$ cat src/rtl/dmem_responder_if.sv
// Initiator/responder bus for the wait-stated data memory responder.
interface dmem_responder_if;
  logic        req;
  logic        we;
  logic [31:0] addr;
  logic [31:0] wdata;
  logic [3:0]  be;
  logic        ack;
  logic [31:0] rdata;
  logic        err;
  logic        busy;

  modport master (output req, we, addr, wdata, be, input ack, rdata, err, busy);
  modport slave  (input req, we, addr, wdata, be, output ack, rdata, err, busy);
endinterface

$ cat src/rtl/dmem_responder.sv
// Word-organised data memory with byte-enabled stores, fixed wait states and
// a one-cycle ack/err response.
//
// state | meaning
// IDLE  | waiting for req; latches the request when it arrives
// WAIT  | counting down wait states; access happens on the edge leaving WAIT
// RESP  | ack high for one cycle with registered rdata/err
module dmem_responder #(
  parameter int DEPTH_LOG2  = 6,
  parameter int WAIT_CYCLES = 2
) (
  input logic            clk,
  input logic            reset,
  dmem_responder_if.slave bus
);

  localparam int DEPTH = 1 << DEPTH_LOG2;

  typedef enum logic [1:0] {IDLE, WAIT, RESP} state_t;

  state_t      state, state_nxt;
  logic [3:0]  cnt, cnt_nxt;
  logic        we_q;
  logic [31:0] addr_q;
  logic [31:0] wdata_q;
  logic [3:0]  be_q;
  logic [31:0] rdata_q;
  logic        err_q;
  logic [31:0] mem [0:DEPTH-1];

  logic [DEPTH_LOG2-1:0] idx;
  logic [31:0]           cur_word;
  logic [31:0]           merged;
  logic                  fault;
  logic                  access;

  assign idx      = addr_q[DEPTH_LOG2+1:2];
  assign cur_word = mem[idx];
  assign fault    = (|addr_q[1:0]) | (|addr_q[31:DEPTH_LOG2+2]);
  assign access   = (state == WAIT) && (cnt == 4'd0);

  always_comb begin
    merged = cur_word;
    for (int i = 0; i < 4; i++) begin
      if (be_q[i]) merged[8*i +: 8] = wdata_q[8*i +: 8];
    end
  end

  always_comb begin
    state_nxt = state;
    cnt_nxt   = cnt;
    case (state)
      IDLE: begin
        if (bus.req) begin
          state_nxt = WAIT;
          cnt_nxt   = 4'(WAIT_CYCLES);
        end
      end
      WAIT: begin
        if (cnt != 4'd0) cnt_nxt = cnt - 4'd1;
        else             state_nxt = RESP;
      end
      RESP:    state_nxt = IDLE;
      default: state_nxt = IDLE;
    endcase
  end

  always_ff @(posedge clk or posedge reset) begin
    if (reset) begin
      state   <= IDLE;
      cnt     <= 4'd0;
      rdata_q <= 32'd0;
      err_q   <= 1'b0;
    end else begin
      state <= state_nxt;
      cnt   <= cnt_nxt;
      if (access) begin
        err_q   <= fault;
        rdata_q <= fault ? 32'd0 : (we_q ? merged : cur_word);
      end else if (state == RESP) begin
        err_q   <= 1'b0;
        rdata_q <= 32'd0;
      end
    end
  end

  // Request capture and storage are deliberately not reset; reset can only
  // discard a pending store by forcing the FSM out of WAIT.
  always_ff @(posedge clk) begin
    if (state == IDLE && bus.req) begin
      we_q    <= bus.we;
      addr_q  <= bus.addr;
      wdata_q <= bus.wdata;
      be_q    <= bus.be;
    end
    if (access && we_q && !fault) mem[idx] <= merged;
  end

  assign bus.ack   = (state == RESP);
  assign bus.busy  = (state != IDLE);
  assign bus.rdata = rdata_q;
  assign bus.err   = err_q;

endmodule

$ cat src/flat_wrapper.sv
// flat-port wrapper written by rule: the top's interface ports become plain ports
module dmem_responder_flat 
#(
  parameter int DEPTH_LOG2  = 6,
  parameter int WAIT_CYCLES = 2
)
  (clk, reset, bus_req, bus_we, bus_addr, bus_wdata, bus_be, bus_ack, bus_rdata, bus_err, bus_busy);
  dmem_responder_if bus_i ();
  input logic clk;
  input logic reset;
  input wire logic [$bits(bus_i.req)-1:0] bus_req;
  input wire logic [$bits(bus_i.we)-1:0] bus_we;
  input wire logic [$bits(bus_i.addr)-1:0] bus_addr;
  input wire logic [$bits(bus_i.wdata)-1:0] bus_wdata;
  input wire logic [$bits(bus_i.be)-1:0] bus_be;
  output wire logic [$bits(bus_i.ack)-1:0] bus_ack;
  output wire logic [$bits(bus_i.rdata)-1:0] bus_rdata;
  output wire logic [$bits(bus_i.err)-1:0] bus_err;
  output wire logic [$bits(bus_i.busy)-1:0] bus_busy;
  assign bus_i.req = bus_req;
  assign bus_i.we = bus_we;
  assign bus_i.addr = bus_addr;
  assign bus_i.wdata = bus_wdata;
  assign bus_i.be = bus_be;
  assign bus_ack = bus_i.ack;
  assign bus_rdata = bus_i.rdata;
  assign bus_err = bus_i.err;
  assign bus_busy = bus_i.busy;
  dmem_responder #(.DEPTH_LOG2(DEPTH_LOG2), .WAIT_CYCLES(WAIT_CYCLES)) u_core (.clk(clk), .reset(reset), .bus(bus_i));
endmodule
$ cat config.mk
export PLATFORM = sky130hd
export DESIGN_NAME = dmem_responder_flat
export DESIGN_NICKNAME = d
export VERILOG_FILES = /design/src/rtl/dmem_responder_if.sv /design/src/rtl/dmem_responder.sv /design/src/flat_wrapper.sv
export SDC_FILE = /design/constraint.sdc
export NUM_CORES = 2
export LEC_CHECK = 0
export BUFFER_PORTS_ARGS = -buffer_cell sky130_fd_sc_hd__clkbuf_2
export CORE_MARGIN = 5
export CORE_UTILIZATION = 45
export CTS_CLUSTER_DIAMETER = 100
export CTS_CLUSTER_SIZE = 14
export DETAILED_ROUTE_END_ITERATION = 10
export PLACE_DENSITY = 0.6
export RECOVER_POWER = 50
export SYNTH_ARGS = -nofsm -noshare
export SYNTH_HDL_FRONTEND = slang
export SYNTH_SLANG_ARGS = --single-unit
$ cat constraint.sdc
create_clock -name clk -period 14.2 [get_ports clk]
set_clock_uncertainty 0.2 [all_clocks]
set_input_delay 0.71 -clock clk [delete_from_list [all_inputs] [get_ports clk]]
set_output_delay 0.71 -clock clk [all_outputs]
set_load 0.01 [all_outputs]
==> load_flow_metrics.sql <==
INSERT INTO impl_metrics (metric_group, metric, value, unit) VALUES
('run_status', 'status', 'finished with violations', ''),
('run_status', 'failed_checks', 'max-capacitance violations, max-slew violations', ''),
('setup_path', 'criticalPathCategory', 'reg2reg', ''),
('detailed_routing', 'first_iter_violations', '5984', ''),
('layout', 'layout-area-overhead-vs-synth', '11.13', '%'),
('clocking', 'tritoncts', 'built', ''),
('timing', 'top_achievable_clock_speed', '138.6', 'MHz'),
('synthesis', 'synth_largest_type_area_fraction', '75.30', '%'),
('synthesis', 'ffs_latches_synth', '2162', ''),
('global_routing', 'vias_in_the_first_global_route', '43380', ''),
('clocking', 'cts-buffers-inserted', '172', ''),
('power', 'vdd_ir_drop_max', '0.0001396', 'V'),
('power', 'switching_share_of_power', '31.31', '%'),
('setup_path', 'crit_start', 'u_core.addr_q[18]', ''),
('detailed_routing', 'drt_pre_antenna_iters', '6', ''),
('timing', 'setup_tns', '0', 'ps'),
('setup_path', 'cp_slowest_cell', 'sky130_fd_sc_hd__clkbuf_1', ''),
('timing', 'finalHoldViolations', '0', ''),
('timing', 'max_slew.worst_pin.slew', '4191', 'ps'),
('power', 'pwr-share-comb', '27.6', '%'),
('setup_path', 'reg_to_reg_slack_setup', '6990', 'ps'),
('synthesis', 'synth.top_cells.by_count', 'sky130_fd_sc_hd__edfxtp_1, sky130_fd_sc_hd__mux2i_1, sky130_fd_sc_hd__mux4_2', ''),
('clocking', 'post_cts_resized', '0', ''),
('synthesis', 'seq_area_frac_synth', '76.60', '%'),
('timing', 'rsz0062_at_grt', 'false', ''),
('layout', 'fillerInstances', '14980', ''),
('power', 'intPower', '12.13', 'mW'),
('synthesis', 'postSynthCellCount', '4193', ''),
('layout', 'final_design_area_no_fill', '93820', 'um2'),
('placement', 'dp_cells', '6682', ''),
('timing', 'whs', '214.7', 'ps'),
('setup_path', 'worstSetupEndpointType', 'flip-flop', ''),
('clocking', 'post-cts-setup-buffer-count', '0', ''),
('synthesis', 'post-synth-top-count-cell', 'sky130_fd_sc_hd__edfxtp_1', ''),
('detailed_routing', 'routed_via_count', '44040', ''),
('placement', 'port-buffer-count', '106', ''),
('clocking', 'clock-root-buffer', 'sky130_fd_sc_hd__clkbuf_16', ''),
('clocking', 'cts.sink_count', '2162', ''),
('clocking', 'clock_path_buffers', '3', ''),
('synthesis', 'synth_top_cell_by_area', 'sky130_fd_sc_hd__edfxtp_1', ''),
('floorplanning', 'num_rows', '159', ''),
('floorplanning', 'initial_utilization', '45.10', '%'),
('setup_path', 'critical_path.endpoint', 'u_core.mem[19][30]', ''),
('clocking', 'insertion_delay', '800', 'ps'),
('layout', 'final_util', '50.12', '%'),
('layout', 'regArea', '64680', 'um2'),
('setup_path', 'cpPeakStageDelay', '2950', 'ps'),
('setup_path', 'critical_path_depth', '7', ''),
('synthesis', 'mappedNetlistArea', '84420', 'um2'),
('floorplanning', 'floorplan.die.height', '443.1', 'um'),
('setup_path', 'cpMostUsedCell', 'sky130_fd_sc_hd__nand3_1', ''),
('placement', 'dp.final_hpwl', '118000', 'um'),
('floorplanning', 'fp.coreArea', '187200', 'um2'),
('synthesis', 'synth-edff-count', '2117', ''),
('global_routing', 'grt_usage', '23.84', '%'),
('setup_path', 'r2r_end', 'u_core.mem[19][30]', ''),
('timing', 'pins_over_their_slew_limit', '2180', ''),
('synthesis', 'synth_cell_type_count', '59', ''),
('detailed_routing', 'drtAntennaViolNets', '0', ''),
('detailed_routing', 'routed_via_density', '6.276', ''),
('floorplanning', 'design.die.area', '196400', 'um2'),
('power', 'power_dissipated_by_switching_net_loads', '5.529', 'mW'),
('timing', 'slew_headroom', '-179.4', '%'),
('layout', 'fin_cells', '7018', ''),
('setup_path', 'crit_fanout', '32', ''),
('synthesis', 'most_area_consuming_cells_after_synthesis', 'sky130_fd_sc_hd__edfxtp_1, sky130_fd_sc_hd__mux4_2, sky130_fd_sc_hd__mux2i_1, sky130_fd_sc_hd__dfrtp_1, sky130_fd_sc_hd__a221oi_1', ''),
('clocking', 'htreeDepth', '4', ''),
('job', 'max_cap_violations', '71', ''),
('timing', 'final_min_period_over_clock_period', '50.79', '%'),
('global_routing', 'grt.overflow.total', '0', ''),
('timing', 'setup_viol_count_final', '0', '');
[worst register-to-register path, stage by stage (launching register included)]
cell and delay, ps:
sky130_fd_sc_hd__edfxtp_1 370, sky130_fd_sc_hd__nor4_1 370, sky130_fd_sc_hd__nand3_1 220, sky130_fd_sc_hd__nor3_1 1310
sky130_fd_sc_hd__and3b_1 400, sky130_fd_sc_hd__nand3_1 580, sky130_fd_sc_hd__nor2_4 260, sky130_fd_sc_hd__clkbuf_1 2950
[worst min path at each step]
stage | start | end | slack, ps | cells after the start
after CTS | reset | u_core.bus.rdata[23] | 120 | 3
after global placement | u_core.bus.err | u_core.bus.err | 300 | 2
final | reset | u_core.bus.rdata[23] | 210 | 3
after floorplan | u_core.addr_q[4] | flip-flop | 250 | 2
after detailed placement | u_core.bus.err | u_core.bus.err | 310 | 2
after global routing | reset | u_core.bus.rdata[23] | 260 | 3
[power groups by stage]
stage               clock network, mW  registers, mW  logic, mW
floorplan                           0           8.48       3.22
global placement                    0           8.50       4.79
detailed placement                  0           8.50       4.86
CTS                              4.49           8.36       4.88
global route                     4.74           8.37       5.16
finish                           4.42           8.37       4.87
[registers in the layout, summed over array words and instances (netlist names), named ones only]
register          flops
u_core.mem         2048
u_core.addr_q        32
u_core.bus.rdata     32
u_core.wdata_q       32
u_core.be_q           4
u_core.cnt            4
u_core.state          2
u_core.bus.err        1
u_core.we_q           1
[kinds of logic after synthesis]
kind of cell	share of synthesized area [%]
flip-flops	76.60
AO/OA/AOI/OAI	4.279
adder cells (fa/ha/maj)	0.01482
buffers and inverters	1.694
multiplexers	14.45
XOR/XNOR	0.02075
AND/OR/NAND/NOR	2.938
[metal layers]
metal / wire length, um / GRT usage, % / vias up
met2: 111600 / 37.33 / 2173
met1: 98930 / 34.58 / 23650
met3: 18950 / 3.957 / 392
met5: 9 / 0 / -
li1: - / - / 17830
met4: 8603 / 7.530 / 2
[repair_timing]
| item | in CTS | in global routing |
|---|---|---|
| endpoints found under the setup margin | 0 | 0 |
| hold buffers | 70 | 0 |
| endpoints found under the hold margin | 83 | 0 |
[layout make-up]
class / count / area share (%)
tap: 2495 / 3.327
multi-input combinational: 1761 / 20.34
clock buffer: 257 / 5.041
clock inverter: 8 / 0.09069
timing repair buffer: 318 / 2.185
sequential: 2162 / 68.94
inverter: 16 / 0.06802
antenna: 1 / 0.002667
[cells in the final DEF (no fill, tap or decap), types with 53 or more instances in the layout]
| master | count |
|---|---|
| sky130_fd_sc_hd__a221oi_1 | 110 |
| sky130_fd_sc_hd__mux2i_1 | 463 |
| sky130_fd_sc_hd__clkbuf_2 | 60 |
| sky130_fd_sc_hd__nor2_1 | 159 |
| sky130_fd_sc_hd__edfxtp_1 | 2117 |
| sky130_fd_sc_hd__nor2_4 | 59 |
| sky130_fd_sc_hd__clkbuf_16 | 177 |
| sky130_fd_sc_hd__clkbuf_1 | 189 |
| sky130_fd_sc_hd__dlygate4sd3_1 | 70 |
| sky130_fd_sc_hd__nand2_1 | 53 |
| sky130_fd_sc_hd__buf_4 | 74 |
| sky130_fd_sc_hd__a22oi_1 | 105 |
| sky130_fd_sc_hd__mux4_2 | 330 |
| sky130_fd_sc_hd__nand3_1 | 56 |
No activity file was read; power rests on OpenSTA's default activity.
